<file path="src/rtl/smc_param_loader_pkg.sv">
// Shared constants and state type for the SMC front-end loader and core.
// Optional parameter checking is enabled by defining SMC_PARAM_CHECK_EN.
package smc_pkg;
  localparam int NUM_DEV = 6;
  localparam int DW      = 3;
  localparam int MW      = 2;
  localparam int CNT_W   = $clog2(NUM_DEV);

  typedef enum logic [1:0] {
    IDLE    = 2'd0,
    LOAD    = 2'd1,
    PRESENT = 2'd2
  } state_e;
endpackage

</file>
<file path="src/rtl/smc_param_loader_if.sv">
// Serial beat input and parallel frame output of the SMC parameter loader.
// Carries param_err only when SMC_PARAM_CHECK_EN is defined.
interface smc_param_loader_if;
  import smc_pkg::*;

  logic                  in_valid;
  logic                  in_ready;
  logic [DW-1:0]         W_in;
  logic [DW-1:0]         V_GS_in;
  logic [DW-1:0]         V_DS_in;
  logic [MW-1:0]         mode_in;
  logic                  out_valid;
  logic                  out_ready;
  logic [NUM_DEV*DW-1:0] W_bus;
  logic [NUM_DEV*DW-1:0] V_GS_bus;
  logic [NUM_DEV*DW-1:0] V_DS_bus;
  logic [MW-1:0]         mode_out;
`ifdef SMC_PARAM_CHECK_EN
  logic                  param_err;
`endif

  modport slave (
    input  in_valid, W_in, V_GS_in, V_DS_in, mode_in, out_ready,
    output in_ready, out_valid, W_bus, V_GS_bus, V_DS_bus, mode_out
`ifdef SMC_PARAM_CHECK_EN
    , output param_err
`endif
  );

  modport master (
    output in_valid, W_in, V_GS_in, V_DS_in, mode_in, out_ready,
    input  in_ready, out_valid, W_bus, V_GS_bus, V_DS_bus, mode_out
`ifdef SMC_PARAM_CHECK_EN
    , input param_err
`endif
  );
endinterface

</file>
<file path="src/rtl/smc_param_loader.sv">
// Collects six (W, V_GS, V_DS) triples serially and presents them in
// parallel to the SMC core with a valid/ready handshake. Buses are frozen
// while a frame is presented. SMC_PARAM_CHECK_EN adds a sticky param_err
// flag flagging any device with W==0 or V_GS==0.
module smc_param_loader
  import smc_pkg::*;
(
  input  logic              clk,
  input  logic              rst_n,
  smc_param_loader_if.slave bus
);

  localparam logic [1:0]       S_IDLE    = IDLE;
  localparam logic [1:0]       S_LOAD    = LOAD;
  localparam logic [1:0]       S_PRESENT = PRESENT;
  localparam logic [CNT_W-1:0] LAST_CNT  = CNT_W'(NUM_DEV - 1);

  logic [1:0]            state_q, state_d;
  logic [CNT_W-1:0]      cnt_q, cnt_d;
  logic [NUM_DEV*DW-1:0] w_q, w_d;
  logic [NUM_DEV*DW-1:0] vgs_q, vgs_d;
  logic [NUM_DEV*DW-1:0] vds_q, vds_d;
  logic [MW-1:0]         mode_q, mode_d;
  logic                  beat;

  assign bus.in_ready  = (state_q != S_PRESENT);
  assign bus.out_valid = (state_q == S_PRESENT);
  assign bus.W_bus     = w_q;
  assign bus.V_GS_bus  = vgs_q;
  assign bus.V_DS_bus  = vds_q;
  assign bus.mode_out  = mode_q;

  assign beat = bus.in_valid && (state_q != S_PRESENT);

  // Next-state: store the beat into slot cnt, advance the frame counter and FSM
  always_comb begin
    state_d = state_q;
    cnt_d   = cnt_q;
    w_d     = w_q;
    vgs_d   = vgs_q;
    vds_d   = vds_q;
    mode_d  = mode_q;
    if (beat) begin
      for (int i = 0; i < NUM_DEV; i++) begin
        if (cnt_q == CNT_W'(i)) begin
          w_d[DW*i +: DW]   = bus.W_in;
          vgs_d[DW*i +: DW] = bus.V_GS_in;
          vds_d[DW*i +: DW] = bus.V_DS_in;
        end
      end
      if (cnt_q == '0) begin
        mode_d = bus.mode_in;
      end
    end
    case (state_q)
      S_IDLE: begin
        if (beat) begin
          cnt_d   = CNT_W'(1);
          state_d = S_LOAD;
        end
      end
      S_LOAD: begin
        if (beat) begin
          if (cnt_q == LAST_CNT) begin
            cnt_d   = '0;
            state_d = S_PRESENT;
          end else begin
            cnt_d = cnt_q + CNT_W'(1);
          end
        end
      end
      S_PRESENT: begin
        if (bus.out_ready) begin
          state_d = S_IDLE;
        end
      end
      default: begin
        state_d = S_IDLE;
        cnt_d   = '0;
      end
    endcase
  end

  // State, counter and slot registers; reset discards any partial frame
  always_ff @(posedge clk or negedge rst_n) begin
    if (!rst_n) begin
      state_q <= S_IDLE;
      cnt_q   <= '0;
      w_q     <= '0;
      vgs_q   <= '0;
      vds_q   <= '0;
      mode_q  <= '0;
    end else begin
      state_q <= state_d;
      cnt_q   <= cnt_d;
      w_q     <= w_d;
      vgs_q   <= vgs_d;
      vds_q   <= vds_d;
      mode_q  <= mode_d;
    end
  end

`ifdef SMC_PARAM_CHECK_EN
  logic err_q, err_d;
  logic bad_dev;

  assign bad_dev       = (bus.W_in == '0) || (bus.V_GS_in == '0);
  assign bus.param_err = err_q;

  // Sticky error flag, restarted on the first beat of each frame
  always_comb begin
    err_d = err_q;
    if (beat) begin
      err_d = (cnt_q == '0) ? bad_dev : (err_q | bad_dev);
    end
  end

  // Error flag register
  always_ff @(posedge clk or negedge rst_n) begin
    if (!rst_n) begin
      err_q <= 1'b0;
    end else begin
      err_q <= err_d;
    end
  end
`endif

endmodule

</file>
<file path="src/flat_wrapper.sv">
// flat-port wrapper written by rule: the top's interface ports become plain ports
module smc_param_loader_flat import smc_pkg::*;
  (clk, rst_n, bus_in_valid, bus_W_in, bus_V_GS_in, bus_V_DS_in, bus_mode_in, bus_out_ready, bus_in_ready, bus_out_valid, bus_W_bus, bus_V_GS_bus, bus_V_DS_bus, bus_mode_out);
  smc_param_loader_if bus_i ();
  input  logic clk;
  input  logic rst_n;
  input wire logic [$bits(bus_i.in_valid)-1:0] bus_in_valid;
  input wire logic [$bits(bus_i.W_in)-1:0] bus_W_in;
  input wire logic [$bits(bus_i.V_GS_in)-1:0] bus_V_GS_in;
  input wire logic [$bits(bus_i.V_DS_in)-1:0] bus_V_DS_in;
  input wire logic [$bits(bus_i.mode_in)-1:0] bus_mode_in;
  input wire logic [$bits(bus_i.out_ready)-1:0] bus_out_ready;
  output wire logic [$bits(bus_i.in_ready)-1:0] bus_in_ready;
  output wire logic [$bits(bus_i.out_valid)-1:0] bus_out_valid;
  output wire logic [$bits(bus_i.W_bus)-1:0] bus_W_bus;
  output wire logic [$bits(bus_i.V_GS_bus)-1:0] bus_V_GS_bus;
  output wire logic [$bits(bus_i.V_DS_bus)-1:0] bus_V_DS_bus;
  output wire logic [$bits(bus_i.mode_out)-1:0] bus_mode_out;
  assign bus_i.in_valid = bus_in_valid;
  assign bus_i.W_in = bus_W_in;
  assign bus_i.V_GS_in = bus_V_GS_in;
  assign bus_i.V_DS_in = bus_V_DS_in;
  assign bus_i.mode_in = bus_mode_in;
  assign bus_i.out_ready = bus_out_ready;
  assign bus_in_ready = bus_i.in_ready;
  assign bus_out_valid = bus_i.out_valid;
  assign bus_W_bus = bus_i.W_bus;
  assign bus_V_GS_bus = bus_i.V_GS_bus;
  assign bus_V_DS_bus = bus_i.V_DS_bus;
  assign bus_mode_out = bus_i.mode_out;
  smc_param_loader u_core (.clk(clk), .rst_n(rst_n), .bus(bus_i));
endmodule
</file>
<file path="config.mk">
export PLATFORM = sky130hd
export DESIGN_NAME = smc_param_loader_flat
export DESIGN_NICKNAME = d
export VERILOG_FILES = /design/src/rtl/smc_param_loader_pkg.sv /design/src/rtl/smc_param_loader_if.sv /design/src/rtl/smc_param_loader.sv /design/src/flat_wrapper.sv
export SDC_FILE = /design/constraint.sdc
export NUM_CORES = 1
export LEC_CHECK = 0
export BUFFER_PORTS_ARGS = -buffer_cell sky130_fd_sc_hd__clkbuf_2
export CORE_MARGIN = 8
export CORE_UTILIZATION = 53
export CTS_BUF_LIST = sky130_fd_sc_hd__clkbuf_8
export DETAILED_ROUTE_END_ITERATION = 12
export PLACE_DENSITY = 0.81
export SETUP_SLACK_MARGIN = 0.02
export SYNTH_ARGS = -nofsm -noshare
export SYNTH_HDL_FRONTEND = slang
export SYNTH_SLANG_ARGS = --single-unit
</file>
<file path="constraint.sdc">
create_clock -name clk -period 1.6 [get_ports clk]
set_input_delay 0.16 -clock clk [delete_from_list [all_inputs] [get_ports clk]]
set_output_delay 0.16 -clock clk [all_outputs]
set_load 0.02 [all_outputs]
</file>
* Word level (Yosys, flattened, before mapping)
Index checks and enable logic that the tools add are counted.
** Word-level totals
- Memories kept :: 0
- Register bits after elaboration :: 61
- Bits in latches :: 0
- Bits in writable memories :: 0
- Bits in read-only memories :: 0
- Output and inout bits :: 58
- Bits of input ports :: 15
- Word-level logic and storage cells :: 55
** Operators by class
- Bitwise gates (word level) :: 1
- Reduce and logical (&&, ||, !) cells :: 11
- Shift-type cells :: 0
- Mux-type cells :: 9
- Add/subtract/negate cells :: 1
- Eq/ne operators :: 12
- Div/mod/pow operators :: 0
- Magnitude comparators :: 0
- Multiply operators :: 0
** Operator list (count)
- $reduce_and A2 Y1 :: 6
- $mux W3 :: 3
- $pmux W3 S3 :: 1
- $mux W2 :: 4
- $eq A3 B2 Y1 const B :: 2
- $eq A3 B3 Y1 const B :: 2
- $ne A2 B1 Y1 const B :: 3
- $pmux W2 S3 :: 1
- $ne A2 B2 Y1 const B :: 2
- $reduce_and A4 Y1 :: 1
- $add A3 B1 Y3 const B :: 1
- $eq A3 B1 Y1 const B :: 1
- $logic_not A3 Y1 :: 1
- $reduce_and A3 Y1 :: 1
- $eq A2 B1 Y1 const B :: 1
- $eq A2 B2 Y1 const B :: 1
- $logic_not A2 Y1 :: 1
- $logic_and A1 B1 Y1 :: 1
- $not A1 Y1 :: 1

* Longest topological paths before layout
Gate-level depths: netlist of run 1.
- Depth after elaboration :: 4
- Depth in mapped cells :: 6
- Gate-level depth less buffers :: 4

* Worst setup path after synthesis of run 1
OpenSTA, ideal clock, no wires.
- Kind :: reg-to-reg
- Start :: reg u_core.cnt_q[2]
- End :: reg u_core.vds_q[10], in the netlist u_core.bus.V_DS_bus[10]
- Slack :: 0.137 ns
- Data arrival time :: 1.339 ns
- Library setup time :: 0.125 ns
- Stages on the path, launching flop included :: 6
- Path through :: dfrtp_1 inv_1 ha_1 and3_4 buf_6 mux2_2
** On the way
- Longest elaborated chain between the ends :: 2
** RTL lines
- from (decl) :: RTL line smc_param_loader.sv:19 : logic [CNT_W-1:0] cnt_q, cnt_d;
- from (signal assigned) :: RTL line smc_param_loader.sv:95 : cnt_q <= cnt_d;
- $eq A3 B2 Y1 :: RTL line smc_param_loader.sv:45 : if (cnt_q == CNT_W'(i)) begin
- $reduce_and A2 Y1 (no line)
- to (signal assigned) :: RTL line smc_param_loader.sv:98 : vds_q <= vds_d;
- to (decl) :: RTL line smc_param_loader.sv:22 : logic [NUM_DEV*DW-1:0] vds_q, vds_d;
No other way between the ends.
A chain may end at the register's enable or synchronous reset.

* Worst setup path in the final report of run 1
- Start :: reg u_core.cnt_q[1]
- End :: reg u_core.vds_q[15], in the netlist u_core.bus.V_DS_bus[15]
** On the way
- Longest elaborated chain between the ends :: 2
** RTL lines (RTL line)
- $eq A3 B3 Y1 :: smc_param_loader.sv:45
- $reduce_and A2 Y1 (no line)
No other way between the ends.

==> metrics.cfg, run 1 <==
[power_and_ir_drop]
peakVddDrop_v=0.001306
cellPowerDensity_nw_per_um2=2279
p_leak_nw=1.575

[outcome]
status=complete, no violations

[synthesis]
syn_nets=172
ys_seq_area_frac=0.6043
synth_top_area_share=0.6043
synth_area_leader_cell=dfrtp_1
synth_warnings=0
syn_inst=156
ys_types=26
syn_area_um2=2526
synth.area.top_cells=dfrtp_1 60%, mux2_2 20%, mux2_4 5.9%
avgSynthCellArea_um2=16.19
ys_ff_latch=61

[critical_path]
crit_cells=4
start_kind=register
max_stage_delay_ns=0.44
critPathMaxFanout=7
cp_num_buf_inv=1
reg2regPathDepth=4
critPathSlowestCell=dfrtp_2
cp-startpoint=u_core.cnt_q[1]$_DFFE_PN0P_
cp_top_family=simple AND/OR/NAND/NOR gates
worst_ep_required_time_ns=1.81
crit_path_end=u_core.bus.V_DS_bus[15]$_DFFE_PN0P_
r2r_slack_ns=0.09
r2r_end=u_core.bus.V_DS_bus[15]$_DFFE_PN0P_
crit_path_cell_trace=and4b_1 -> and2_1 -> buf_4 -> mux2_2
r2r_start=u_core.cnt_q[1]$_DFFE_PN0P_
cp_data_arrival_time_ns=1.73
critPathKind=register to register
crit_path_end_kind=register

[routing]
routed_wl_um=5756
post_drt_wl_per_cell_um=19.12
drt_first_pass_iters=4
drt_iter0_drc=65
vias=1574
vias_per_cell=5.229
antenna_left=0
drc=0

[floorplanning]
die_h_um=85.04
coreArea_um2=4661
start_util=0.5420
dieWidth_um=85.04
num_rows=25
die-area_um2=7232
ios=73

[run]
drv_cap=0

[clock_tree]
cts_tree=built
insertion_delay_ns=0.33
cts.sinks=61
cts.clk_slew.worst_paths_ns=0.06
cts_setup_buffers=0
cts_buffer_depth=2
clockRootBuffer=clkbuf_8
cts_buffers=9
cts_htree_levels=3

[placed_design]
port_buffers=72
hpwlAfterDp_um=4156
placed_area_um2=2954
dp_cells=284
place_congestion=0.7753

[global_route]
grt_usage=0.1736
antenna_found_initial=0
grt_max_degree=62
grt_pass1_vias=1789
grt_pass1_wl_um=9508
overflow=0

[layout]
diodes=0
nets=258
regArea_um2=1529
stdcell_area_um2=3164
syn_to_final_growth_pct=25.26
drive_above_1_share=0.6518
fin_cells=301
final_util=0.6789
n_fill_cell=354
multi_input_area_um2=925.9

[sta]
worst_slew_pin_slew_ns=0.3186
final_hold_viol_count=0
finClkSkew_ns=0.004679
fin_crit_ns=1.514
setup_tns_ns=0
rsz0062_at_grt=no
setup_violations=0
relSlewSlack=0.7876
finalMaxSlewViolations=0
fmax_mhz=660.4
min_period_over_period=0.9463

[worst_hold_path]
hold_class=input pin to register

[state kept, by name, indices dropped and copies added (netlist names)]
name / cells
u_core.bus.V_DS_bus: 18
u_core.bus.V_GS_bus: 18
u_core.bus.W_bus: 18
u_core.cnt_q: 3
u_core.bus.mode_out: 2
u_core.state_q: 2
[worst min-delay path by stage]
stage | cells past startpoint | slack (ns) | from | endpoint
final | 2 | 0.03 | bus_out_ready | u_core.state_q[1]$_DFFE_PN0P_
after global routing | 2 | 0.02 | bus_out_ready | u_core.state_q[1]$_DFFE_PN0P_
after CTS | 2 | 0.02 | bus_out_ready | u_core.state_q[1]$_DFFE_PN0P_
after detailed placement | 2 | 0.19 | rst_n | u_core.bus.V_DS_bus[13]$_DFFE_PN0P_
after global placement | 2 | 0.20 | rst_n | u_core.state_q[1]$_DFFE_PN0P_
after floorplan | 0 | -0.14 | rst_n | u_core.bus.V_DS_bus[0]$_DFFE_PN0P_
[timing repair]
action / in CTS / in global routing
resized for setup: 1 / 3
endpoints found under the setup margin: 11 / 16
pin swaps: 0 / 0
hold buffers: 1 / 0
endpoints found under the hold margin: 61 / 0
[where the power goes]
part	internal [W]	leakage, nW	switching [W]
combinational	0.00140	0.741	0.00179
sequential	0.00232	0.731	0.000464
clock	0.000680	0.104	0.000564
[cell families after synthesis]
family,synth area share
multiplexers,0.2645
adder cells (fa/ha/maj),0.004952
flip-flops,0.6043
AND/OR/NAND/NOR,0.07231
AO/OA/AOI/OAI,0.02081
buffers and inverters,0.03318
[layout by cell type (no fill, tap or decap), types with 2 or more instances in the layout]
| cell type | Yosys | routed |
|---|---|---|
| clkbuf_2 | 0 | 72 |
| dfrtp_1 | 61 | 59 |
| mux2_2 | 45 | 45 |
| clkbuf_8 | 0 | 12 |
| mux2_4 | 10 | 10 |
| buf_4 | 1 | 7 |
| inv_1 | 3 | 4 |
| nand2_1 | 4 | 4 |
| nand4_4 | 3 | 3 |
| nor2b_1 | 3 | 3 |
| o21ai_0 | 3 | 3 |
| and2_1 | 2 | 2 |
| nor2_1 | 3 | 2 |
| clkinv_2 | 0 | 2 |
| dfrtp_2 | 0 | 2 |
[Yosys cell counts]
cell type,n
buf_6,4
dfrtp_1,61
mux2_4,10
o211ai_1,1
o21ai_0,3
nor2b_1,3
o31ai_1,1
mux2_2,45
a211oi_1,1
or2b_1,1
nand2_2,1
and4b_1,1
and2_1,2
and3_4,1
buf_12,1
o41ai_1,1
and4bb_2,1
nand2b_4,1
o22ai_1,1
nor2_1,3
nand4_4,3
mux2_1,1
buf_4,1
ha_1,1
inv_1,3
nand2_1,4
[worst register-to-register path, delay by kind of cell (launching register included)]
kind	cells	cell delay [ns]
AND/OR/NAND/NOR	2	0.45
flip-flops	1	0.44
multiplexers	1	0.35
buffers and inverters	1	0.17
[layer usage]
layer | up-vias | part of all wire | GRT usage
met5 | - | 0 | 0
met1 | 784 | 0.39 | 0.1946
met3 | 6 | 0.074 | 0.07239
li1 | 732 | - | -
met2 | 52 | 0.53 | 0.2841
met4 | 0 | 0.0083 | 0.07282
[through the flow]
stage / total power, W / setup slack, ns / hold slack, ns
2_1_floorplan: 0.004827 / 0.1366 / -0.1356
3_3_place_gp: 0.005869 / 0.04719 / 0.1957
6_report: 0.007212 / 0.08587 / 0.03246
4_1_cts: 0.007306 / 0.03890 / 0.01762
5_1_grt: 0.007640 / 0.02355 / 0.01834
3_5_place_dp: 0.006014 / 0.0001456 / 0.1918
[final cells by class]
type                    count  share of cell area
multi-input cells          86              0.2926
inverters                   3            0.003559
clock buffers              12             0.05219
clock inverters             4            0.007117
repair buffers             81              0.1400
flip-flops and latches     61              0.4832
well taps                  54             0.02135
No activity file was read; power rests on OpenSTA's default activity.
==> run 2: changes to the inputs <==
--- a/config.mk
+++ b/config.mk
@@ -5,7 +5,7 @@
 export SDC_FILE = /design/constraint.sdc
 export NUM_CORES = 1
 export LEC_CHECK = 0
-export BUFFER_PORTS_ARGS = -buffer_cell sky130_fd_sc_hd__clkbuf_2
+export BUFFER_PORTS_ARGS = -buffer_cell sky130_fd_sc_hd__buf_2
 export CORE_MARGIN = 8
 export CORE_UTILIZATION = 53
 export CTS_BUF_LIST = sky130_fd_sc_hd__clkbuf_8
==> metrics.cfg, run 2 (synthesized netlist as in run 1, its figures left out) <==
[outcome]
status=complete, no violations

[power_and_ir_drop]
peakVddDrop_v=0.001161  ; -11%
power_frac_seq=0.369  ; -0.016
sw_frac_of_total=0.3725  ; -0.01803
combPwrFrac=0.427  ; -0.015
intPower_w=0.004679  ; +6.4%
cellPowerDensity_nw_per_um2=2331  ; +2.3%
p_leak_nw=1.580  ; +0.32%
clockPowerShare=0.203  ; +0.030
p_switching_w=0.002777  ; -1.4%

[floorplanning]
die-area_um2=7232  ; unchanged
ios=73  ; unchanged
start_util=0.5420  ; unchanged
num_rows=25  ; unchanged
die_h_um=85.04  ; unchanged
coreArea_um2=4661  ; unchanged
dieWidth_um=85.04  ; unchanged

[sta]
finClkSkew_ns=0.005156  ; +0.0004771 ns
final_hold_viol_count=0  ; unchanged
relSlewSlack=0.7832  ; -0.004411
rsz0062_at_grt=no
min_period_over_period=0.9551  ; +0.008807
fmax_mhz=654.4  ; -0.92%
whs_ns=0.02208  ; -0.01038 ns
finalMaxSlewViolations=0  ; unchanged
setup_tns_ns=0  ; unchanged
fin_crit_ns=1.528  ; +0.01409 ns
worst_slew_pin_slew_ns=0.3246  ; +0.005988 ns
setup_violations=0  ; unchanged

[critical_path]
cp_data_arrival_time_ns=1.74  ; about the same
critPathSlowestCell=dfrtp_2
cp_num_buf_inv=1  ; unchanged
cp_top_family=simple AND/OR/NAND/NOR gates
worst_ep_required_time_ns=1.81  ; about the same
crit_path_end_kind=register
reg2regPathDepth=4  ; unchanged
crit_path_cell_trace=and4b_1 -> and2_1 -> buf_6 -> mux2_2
max_stage_delay_ns=0.45  ; about the same
critPathMaxFanout=7  ; unchanged
crit_cells=4  ; unchanged
critPathKind=register to register
start_kind=register

[routing]
vias=1618  ; +2.8%
vias_per_cell=5.375  ; +2.8%
drt_iter0_drc=50  ; -23%
routed_wl_um=5703  ; -0.92%
antenna_left=0  ; unchanged
drc=0  ; unchanged
post_drt_wl_per_cell_um=18.95  ; -0.92%
drt_first_pass_iters=4  ; unchanged

[layout]
final_common_cell=buf_2
syn_to_final_growth_pct=26.60
nets=258  ; unchanged
fin_cells=301  ; unchanged
drive_above_1_share=0.6478  ; -0.004049
final_util=0.6862  ; +0.007248
diodes=0  ; unchanged
layout_common_cells=72 x buf_2, 59 x dfrtp_1, 45 x mux2_2

[global_route]
grt_pass1_vias=1766  ; -1.3%
antenna_found_initial=0  ; unchanged
grt_pass1_wl_um=9252  ; -2.7%
overflow=0  ; unchanged
grt_usage=0.1650  ; -0.008588
grt_max_degree=62  ; unchanged

[clock_tree]
cts.clk_slew.worst_paths_ns=0.06  ; about the same
cts.sinks=61  ; unchanged
insertion_delay_ns=0.33  ; about the same
cts_buffers=9  ; unchanged
clockRootBuffer=clkbuf_8
cts_buffer_depth=2  ; unchanged
cts_tree=built
cts_setup_buffers=0  ; unchanged
cts_htree_levels=3  ; unchanged

[placed_design]
place_congestion=0.8029  ; +3.6%
port_buffers=72  ; unchanged
dp_cells=284  ; unchanged
hpwlAfterDp_um=4072  ; -2.0%

[run]
drv_cap=0  ; unchanged

[worst_hold_path]
worstHoldPathCells=2  ; unchanged
hold_class=input pin to register

==> run 2: layout make-up <==
class                           instances  area (um^2)
Fill cell                             331         1463
Multi-Input combinational cell         86        918.4
Tap cell                               54        67.56
Clock inverter                          5        73.82
Clock buffer                           11        151.4
Inverter                                3        11.26
Sequential cell                        61         1529
Timing Repair Buffer                   81        446.7
==> run 2: final timing paths <==
check	slack (ns)	from	to
setup / recovery	0.07	u_core.cnt_q[1]$_DFFE_PN0P_	u_core.bus.V_GS_bus[16]$_DFFE_PN0P_
hold / removal	0.02	bus_out_ready	u_core.state_q[1]$_DFFE_PN0P_
setup reg to reg	0.07	u_core.cnt_q[1]$_DFFE_PN0P_	u_core.bus.V_GS_bus[16]$_DFFE_PN0P_
hold reg to reg	0.50	u_core.bus.W_bus[13]$_DFFE_PN0P_	u_core.bus.W_bus[13]$_DFFE_PN0P_
max in group asynchronous	0.96	rst_n	u_core.cnt_q[0]$_DFFE_PN0P_
min in group asynchronous	0.37	rst_n	u_core.bus.V_DS_bus[1]$_DFFE_PN0P_
==> run 2: routing by layer <==
layer | track usage | wire length, um
met5 | 0 | 0
met4 | 0.07929 | 113
met3 | 0.05792 | 373
met2 | 0.2727 | 2904
met1 | 0.1856 | 2311
==> run 2: power groups by stage <==
stage	clock network (W)	logic (W)	registers (W)
finish	0.00151	0.00319	0.00275
floorplan	0	0.00122	0.00361
global placement	0	0.00314	0.00272
CTS	0.00154	0.00324	0.00275
global route	0.00162	0.00340	0.00286
detailed placement	0	0.00322	0.00277
==> run 2: worst register-to-register path, cell delays in order, from the launching register on <==
cell	delay (ns)
dfrtp_2	0.45
and4b_1	0.29
and2_1	0.18
buf_6	0.15
mux2_2	0.34
==> run 2: per-stage QoR <==
stage	setup slack (ns)	power, W	instance area [um^2]
detailed placement	-0.02275	0.005994	2954
global route	0.02026	0.007874	3198
CTS	0.03610	0.007529	3192
floorplan	0.1366	0.004827	2526
global placement	0.05315	0.005863	2954
finish	0.07178	0.007455	3198
==> run 2: timing repair <==
action,in CTS,in global routing
endpoints found under the hold margin,61,0
hold buffers,1,0
endpoints found under the setup margin,11,19
gates resized for setup,1,3
